[src/rtl/roce_mem_read_responder.sv]
// rtl/roce_mem_read_responder.sv - RoCE DMA read responder: serves read commands from local memory as a data stream
//
// Accepts one read command at a time ({len, vaddr} plus a dest tag). It reads
// 64B words from a synchronous memory port and returns them in order on the
// memory-read-data stream, with keep, last and dest attached to each beat.
//
// Ports
//   net_clk, net_aresetn          clock, asynchronous active-low reset
//   s_axis_mem_read_cmd_*         command stream (valid/ready, data={len,vaddr}, dest)
//   mem_rd_en/addr, mem_rd_data   memory read port (data returned one cycle after en)
//   m_axis_mem_read_data_*        data stream (valid/ready, data, keep, last, dest)
//   err_count                     saturating count of zero-length or misaligned commands
//   stat_cmd_count/byte_count     completion statistics, present only with ROCE_RD_STATS_EN
//
// Optional feature macro: ROCE_RD_STATS_EN
module roce_mem_read_responder #(
   parameter int DATA_WIDTH  = 512,
   parameter int VADDR_WIDTH = 48,
   parameter int LEN_WIDTH   = 32,
   parameter int DEST_WIDTH  = 4,
   parameter int MEM_AW      = 16
) (
   input  logic                             net_clk,
   input  logic                             net_aresetn,
   input  logic                             s_axis_mem_read_cmd_valid,
   output logic                             s_axis_mem_read_cmd_ready,
   input  logic [VADDR_WIDTH+LEN_WIDTH-1:0] s_axis_mem_read_cmd_data,
   input  logic [DEST_WIDTH-1:0]            s_axis_mem_read_cmd_dest,
   output logic                             mem_rd_en,
   output logic [MEM_AW-1:0]                mem_rd_addr,
   input  logic [DATA_WIDTH-1:0]            mem_rd_data,
   output logic                             m_axis_mem_read_data_valid,
   input  logic                             m_axis_mem_read_data_ready,
   output logic [DATA_WIDTH-1:0]            m_axis_mem_read_data_data,
   output logic [DATA_WIDTH/8-1:0]          m_axis_mem_read_data_keep,
   output logic                             m_axis_mem_read_data_last,
   output logic [DEST_WIDTH-1:0]            m_axis_mem_read_data_dest,
`ifdef ROCE_RD_STATS_EN
   output logic [31:0]                      stat_cmd_count,
   output logic [47:0]                      stat_byte_count,
`endif
   output logic [15:0]                      err_count
);

   localparam int BYTES = DATA_WIDTH / 8;
   localparam int OFS   = $clog2(BYTES);
   localparam int BW    = LEN_WIDTH - OFS + 1;

   typedef enum logic [1:0] {IDLE, READ, DRAIN} state_t;

   state_t                  state;
   logic [MEM_AW-1:0]       rd_addr;
   logic [BW-1:0]           reads_left;
   logic [OFS-1:0]          len_mod;
   logic [DEST_WIDTH-1:0]   dest_q;
   logic                    inflight;
   logic                    inflight_last;
   logic [DATA_WIDTH-1:0]   fifo_data [2];
   logic [1:0]              fifo_last;
   logic                    wr_ptr;
   logic                    rd_ptr;
   logic [1:0]              occ;
`ifdef ROCE_RD_STATS_EN
   logic [LEN_WIDTH-1:0]    len_q;
`endif

   logic [VADDR_WIDTH-1:0]  cmd_vaddr;
   logic [LEN_WIDTH-1:0]    cmd_len;
   logic [BW-1:0]           cmd_beats;
   logic                    cmd_accept;
   logic                    unused_vaddr_hi;
   logic [1:0]              used;
   logic                    has_head;
   logic                    head_valid;
   logic                    head_last;
   logic                    pop;
   logic                    push;
   logic                    fifo_pop;
   logic [BYTES-1:0]        keep_last;

   assign cmd_vaddr       = s_axis_mem_read_cmd_data[VADDR_WIDTH-1:0];
   assign cmd_len         = s_axis_mem_read_cmd_data[VADDR_WIDTH +: LEN_WIDTH];
   assign cmd_beats       = BW'(cmd_len[LEN_WIDTH-1:OFS]) + BW'(|cmd_len[OFS-1:0]);
   assign cmd_accept      = s_axis_mem_read_cmd_valid && s_axis_mem_read_cmd_ready;
   // Only the word-address window of vaddr reaches the memory.
   assign unused_vaddr_hi = &{1'b0, cmd_vaddr[VADDR_WIDTH-1:MEM_AW+OFS]};

   // Two slots are shared between buffered words and the word on the memory bus,
   // so nothing returned from memory can ever overflow the skid FIFO.
   assign used        = occ + {1'b0, inflight};
   assign mem_rd_en   = (state == READ) && (used < 2'd2);
   assign mem_rd_addr = rd_addr;

   // With the FIFO empty the word on the memory bus is presented directly; if it
   // is not taken it is captured, so the beat stays stable while stalled.
   assign has_head   = (occ != 2'd0);
   assign head_valid = has_head || inflight;
   assign head_last  = has_head ? fifo_last[rd_ptr] : inflight_last;
   assign pop        = head_valid && m_axis_mem_read_data_ready;
   assign push       = inflight && !(!has_head && pop);
   assign fifo_pop   = pop && has_head;

   assign keep_last = (len_mod == '0) ? '1 : ((BYTES'(1) << len_mod) - BYTES'(1));

   assign m_axis_mem_read_data_valid = head_valid;
   assign m_axis_mem_read_data_data  = !head_valid ? '0 : (has_head ? fifo_data[rd_ptr] : mem_rd_data);
   assign m_axis_mem_read_data_keep  = !head_valid ? '0 : (head_last ? keep_last : '1);
   assign m_axis_mem_read_data_last  = head_valid && head_last;
   assign m_axis_mem_read_data_dest  = head_valid ? dest_q : '0;

   always_ff @(posedge net_clk) begin
      if (push) fifo_data[wr_ptr] <= mem_rd_data;
   end

   always_ff @(posedge net_clk or negedge net_aresetn) begin
      if (!net_aresetn) begin
         state                     <= IDLE;
         s_axis_mem_read_cmd_ready <= 1'b0;
         rd_addr                   <= '0;
         reads_left                <= '0;
         len_mod                   <= '0;
         dest_q                    <= '0;
         inflight                  <= 1'b0;
         inflight_last             <= 1'b0;
         fifo_last                 <= '0;
         wr_ptr                    <= 1'b0;
         rd_ptr                    <= 1'b0;
         occ                       <= '0;
         err_count                 <= '0;
`ifdef ROCE_RD_STATS_EN
         len_q                     <= '0;
         stat_cmd_count            <= '0;
         stat_byte_count           <= '0;
`endif
      end else begin
         if (push) begin
            fifo_last[wr_ptr] <= inflight_last;
            wr_ptr            <= ~wr_ptr;
         end
         if (fifo_pop) rd_ptr <= ~rd_ptr;
         occ <= occ + {1'b0, push} - {1'b0, fifo_pop};

         inflight      <= mem_rd_en;
         inflight_last <= mem_rd_en && (reads_left == BW'(1));
         if (mem_rd_en) begin
            rd_addr    <= rd_addr + 1'b1;
            reads_left <= reads_left - 1'b1;
         end

         unique case (state)
            IDLE: begin
               s_axis_mem_read_cmd_ready <= 1'b1;
               if (cmd_accept) begin
                  rd_addr    <= cmd_vaddr[MEM_AW+OFS-1:OFS];
                  reads_left <= cmd_beats;
                  len_mod    <= cmd_len[OFS-1:0];
                  dest_q     <= s_axis_mem_read_cmd_dest;
`ifdef ROCE_RD_STATS_EN
                  len_q      <= cmd_len;
`endif
                  if ((cmd_len == '0 || cmd_vaddr[OFS-1:0] != '0) && err_count != 16'hFFFF)
                     err_count <= err_count + 16'd1;
                  // Zero-length commands are consumed in place with no beats.
                  if (cmd_len != '0) begin
                     state                     <= READ;
                     s_axis_mem_read_cmd_ready <= 1'b0;
                  end
               end
            end
            READ: begin
               if (mem_rd_en && reads_left == BW'(1)) state <= DRAIN;
            end
            DRAIN: begin
               if (pop && head_last) begin
                  state                     <= IDLE;
                  s_axis_mem_read_cmd_ready <= 1'b1;
`ifdef ROCE_RD_STATS_EN
                  stat_cmd_count            <= stat_cmd_count + 32'd1;
                  stat_byte_count           <= stat_byte_count + 48'(len_q);
`endif
               end
            end
            default: state <= IDLE;
         endcase
      end
   end

endmodule
[config.mk]
export PLATFORM = sky130hd
export DESIGN_NAME = roce_mem_read_responder
export DESIGN_NICKNAME = d
export VERILOG_FILES = /design/src/rtl/roce_mem_read_responder.sv
export SDC_FILE = /design/constraint.sdc
export NUM_CORES = 2
export LEC_CHECK = 0
export ABC_AREA = 1
export BUFFER_PORTS_ARGS = -buffer_cell sky130_fd_sc_hd__buf_2
export CORE_AREA = 5 5 472 474
export CTS_BUF_LIST = sky130_fd_sc_hd__clkbuf_2
export DETAILED_ROUTE_END_ITERATION = 8
export DIE_AREA = 0 0 477 479
export HOLD_SLACK_MARGIN = 0.1
export PLACE_DENSITY = 0.54
export SETUP_SLACK_MARGIN = 0.5
export SYNTH_ARGS = -nofsm -noshare
export SYNTH_HDL_FRONTEND = slang
export SYNTH_SLANG_ARGS = --single-unit
[constraint.sdc]
create_clock -name net_clk -period 32 [get_ports net_clk]
set_input_delay 0 -clock net_clk [delete_from_list [all_inputs] [get_ports net_clk]]
set_output_delay 0 -clock net_clk [all_outputs]
set_load 0.05 [all_outputs]
==> results.sh, run 1 <==
export IMPL_cts_hold_buf=1916
export IMPL_htreeDepth=5
export IMPL_seq_area_frac_synth=0.628
export IMPL_haltStage="4_1_cts"
export IMPL_cts_sinks=1104
export IMPL_die_x_um=477
export IMPL_ys_seq_elements=1104
export IMPL_synthCells=5261
export IMPL_synth_top_family_by_area="simple AND/OR/NAND/NOR gates"
export IMPL_yosys_cell_types_count=48
export IMPL_die_h_um=479
export IMPL_yosys_area_share_simple=0.194
export IMPL_yosysTopAreaCell="edfxtp_1"
export IMPL_synth_compound_area_share=0.0903
export IMPL_error="[ERROR RSZ-0060] Max buffer count reached."
export IMPL_dpl_hpwl_mm=143
export IMPL_synth_top_flop_cell="edfxtp_1"
export IMPL_rows=172
export IMPL_outcome="stopped before the end"
export IMPL_cts_resized=0
export IMPL_initial_core_util=0.239
export IMPL_synth_edf_count=1024
export IMPL_async_flop_share=0.0725
export IMPL_ioPinCount=1216
export IMPL_clk_path_buf_depth=4
export IMPL_post_cts_setup_buffer_count=0
export IMPL_synth_xor_area_frac=0.00873
export IMPL_io_buffer_count=1189
export IMPL_synthTopCellsByArea="edfxtp_1, nand2_1, o211ai_1, nand3_1, inv_1"
export IMPL_numCtsBuffers=326
export IMPL_synth_warnings=0
export IMPL_synthAdderAreaFrac=0.00216
export IMPL_syn_area_per_cell_um2=9.91
export IMPL_syn_nets=5870
export IMPL_synth_cell_area_um2=52100
export IMPL_gp_congestion=0.923
export IMPL_muxShareOfSynthArea=0.000600
export IMPL_root_buffer="clkbuf_2"
export IMPL_synth_top_area_frac=0.590
## synth_stat cells, types with 2 or more instances
cell         n
ha_1         9
nor3_2       2
buf_6        5
xor2_1      29
inv_1      686
o21ai_0     64
a31oi_1      6
nand3_2      4
buf_4        4
buf_1       20
o211ai_1   513
nand4_1     64
o21ai_1     11
o22ai_1      2
inv_2       19
dfrtp_1     80
or2_2        3
buf_2       10
nor3_1      36
nor2_2      17
clkbuf_1   294
or2_0        2
edfxtp_1  1024
and3_1       2
nor2_4       3
o31ai_1      3
o21bai_1     6
nand3_1    610
nand2_2      3
xnor2_1     23
nor2_1     215
nand2_1   1391
nor4_1      16
a21oi_1     63
and2_1       2
mux2i_1      2
nand3b_1     7
## kinds of logic after synthesis
| group | Yosys count |
|---|---|
| simple gates | 2380 |
| buf+inv | 1039 |
| fa+ha+maj | 9 |
| compound gates | 674 |
| mux | 3 |
| xor+xnor | 52 |
| flops | 1104 |
## per-stage QoR
step | worst slack (ns) | instance area, um^2 | hold slack, ns | std cells
after floorplan | 7.16 | 52100 | -0.296 | 5261
after global placement | 25.89 | 60900 | 0.00186 | 9045
after detailed placement | 25.86 | 60900 | 0.00742 | 9045
==> run 2: changes to the inputs <==
CORE_AREA = 5 5 464 466   (was 5 5 472 474)
CTS_BUF_LIST = unset   (was sky130_fd_sc_hd__clkbuf_2)
DIE_AREA = 0 0 469 471   (was 0 0 477 479)
HOLD_SLACK_MARGIN = unset   (was 0.1)
PLACE_DENSITY = unset   (was 0.54)
PLACE_DENSITY_LB_ADDON = 0.15   (was unset)
SETUP_SLACK_MARGIN = unset   (was 0.5)
==> results.sh, run 2 <==
export IMPL_grt_pass1_vias=46800
export IMPL_finalNetCount=7990
export IMPL_synth_top_area_frac=0.590
export IMPL_ys_seq_elements=1104
export IMPL_syn_area_per_cell_um2=9.91
export IMPL_largest_register="fifo_data"
export IMPL_synth_edf_count=1024
export IMPL_post_cts_setup_buffer_count=0
export IMPL_clk_path_buf_depth=3
export IMPL_hold_viol=0
export IMPL_numCtsBuffers=138
export IMPL_fmax_ghz=0.173
export IMPL_timing_final_crit_share=0.181
export IMPL_rsz0062_at_grt="no"
export IMPL_stdcell_count=10400
export IMPL_root_buffer="clkbuf_16"
export IMPL_cp_max_fo=89
export IMPL_grt_usage=0.183
export IMPL_skew_ns=0.0283
export IMPL_dieArea_um2=221000
export IMPL_postRouteAntennaNets=0
export IMPL_io_buffer_count=1189
export IMPL_rows=169
export IMPL_synth_top_family_by_area="simple AND/OR/NAND/NOR gates"
export IMPL_yosysTopAreaCell="edfxtp_1"
export IMPL_grt_max_degree=168
export IMPL_fin_crit_ns=5.79
export IMPL_antenna_found_initial=58
export IMPL_clk_latency_ns=0.75
export IMPL_start_kind="register"
export IMPL_synth_xor_area_frac=0.00873
export IMPL_die_h_um=471
export IMPL_synth_compound_area_share=0.0903
export IMPL_fin_hold_ws_ns=0.0460
export IMPL_tns_ns=0
export IMPL_drive_gt1_frac=0.197
export IMPL_core_area_um2=211000
export IMPL_initial_core_util=0.247
export IMPL_final_cell_mix="nand2_1, buf_2, dlygate4sd3_1"
export IMPL_async_flop_share=0.0725
export IMPL_grt_pass1_wl_mm=310
export IMPL_synth_top_flop_cell="edfxtp_1"
export IMPL_seq_area_frac_synth=0.628
export IMPL_slew_headroom=0.102
export IMPL_critPathCaptureType="output pin"
export IMPL_drc=0
export IMPL_cap_viol_max_count=0
export IMPL_drt_iter0_markers=2784
export IMPL_yosys_cell_types_count=48
export IMPL_dr_total_vias=46300
export IMPL_yosys_area_share_simple=0.194
export IMPL_final_common_cell="nand2_1"
export IMPL_drt_total_wl_mm=210
export IMPL_muxShareOfSynthArea=0.000600
export IMPL_die_x_um=469
export IMPL_cts_sinks=1104
export IMPL_synthAdderAreaFrac=0.00216
export IMPL_setup_viol=0
export IMPL_dpl_hpwl_mm=140
export IMPL_synth_warnings=0
export IMPL_min_path_type="input port to asynchronous set/reset pin"
export IMPL_synth_most_common_cell="nand2_1"
export IMPL_largest_reg_flops=1024
export IMPL_htreeDepth=4
export IMPL_synthCells=5261
export IMPL_tightestPinTransition_ns=1.35
export IMPL_drt_pass1_iter_count=5
export IMPL_clk_pin_slew_ns=0.05
export IMPL_netlist_top_cells_count="nand2_1, edfxtp_1, inv_1"
export IMPL_outcome="completed"
export IMPL_slew_violations=0
export IMPL_syn_nets=5870
export IMPL_gp_congestion=0.880
export IMPL_crit_arrival_ns=5.78
export IMPL_dp_cells=8993
export IMPL_top_regs="fifo_data x1024, reads_left x27"
export IMPL_fin_util=0.359
export IMPL_post_drt_wl_per_cell_um=20.3
export IMPL_synthTopCellsByArea="edfxtp_1, nand2_1, o211ai_1, nand3_1, inv_1"
export IMPL_synth_cell_area_um2=52100
export IMPL_cts_tree="yes"
export IMPL_gr_total_overflow=0
export IMPL_drt_vias_per_instance=4.47
export IMPL_syn_to_final_growth_pct=45.3
export IMPL_crit_required_ns=32.00
export IMPL_crit_type="register to output pin"
export IMPL_ioPinCount=1216
## run 2: cell counts after synthesis
No cell type changed its count.
## run 2: final cells by class
cell class | instances | area [um^2]
fill | 21700 | 135000
sequential | 1104 | 32800
timing repair buffer | 2313 | 17100
multi-input combinational | 3118 | 15500
clock buffer | 182 | 3640
tap | 2821 | 3530
inverter | 706 | 2670
clock inverter | 66 | 492
antenna | 43 | 108
## run 2: stage by stage
step	instance area (um^2)	worst slack, ns
6_report	75800	26.22
5_1_grt	75800	25.78
4_1_cts	75700	26.01
3_5_place_dp	60800	26.52
3_3_place_gp	60800	26.55
2_1_floorplan	52100	7.16
## run 2: repair_timing
| item | CTS | global route |
|---|---|---|
| hold buffers | 1068 | 1 |
| endpoints found under the hold margin | 1164 | 2 |
| resized for setup | 0 | 0 |
## run 2: final timing paths
check                                  from                       endpoint  slack, ns  cells after the start
min                             net_aresetn                  reads_left[7]       0.05                      3
max in group asynchronous       net_aresetn                mem_rd_addr[14]      30.90                      3
min in group net_clk       mem_rd_data[252]              fifo_data[0][252]       0.07                      2
max                                  rd_ptr  m_axis_mem_read_data_data[74]      26.22                     10
min reg2reg                    err_count[5]                   err_count[5]       0.50                      2
max reg2reg                          occ[0]              fifo_data[0][164]      26.77                      7
## run 2: cells by family after synthesis
kind of cell,count (synthesis)
xor gates and xnor gates,52
DFF,1104
buffers and inverters,1039
adders and majority gates,9
AOI/OAI and AO/OA,674
muxes,3
and+or+nand+nor,2380
## run 2: worst max-delay path, stage by stage (launching register included)
cell and delay (ns):
dfrtp_4 0.57, inv_8 0.42, buf_4 0.79, buf_4 0.73
buf_4 0.58, buf_4 0.77, nand2_1 0.10, nand3_1 0.12
o211ai_1 0.10, inv_1 0.23, buf_2 0.31
## run 2: routing by layer
layer / wire [um] / track usage / vias up
met5: 203 / 0 / -
li1: - / - / 22400
met3: 15700 / 0.0537 / 292
met4: 5540 / 0.0527 / 30
met1: 89000 / 0.228 / 22200
met2: 100000 / 0.306 / 1296
Power of run 2 is not shown: default switching activity piles up to over one toggle a cycle in this logic, so the estimate is an artifact.
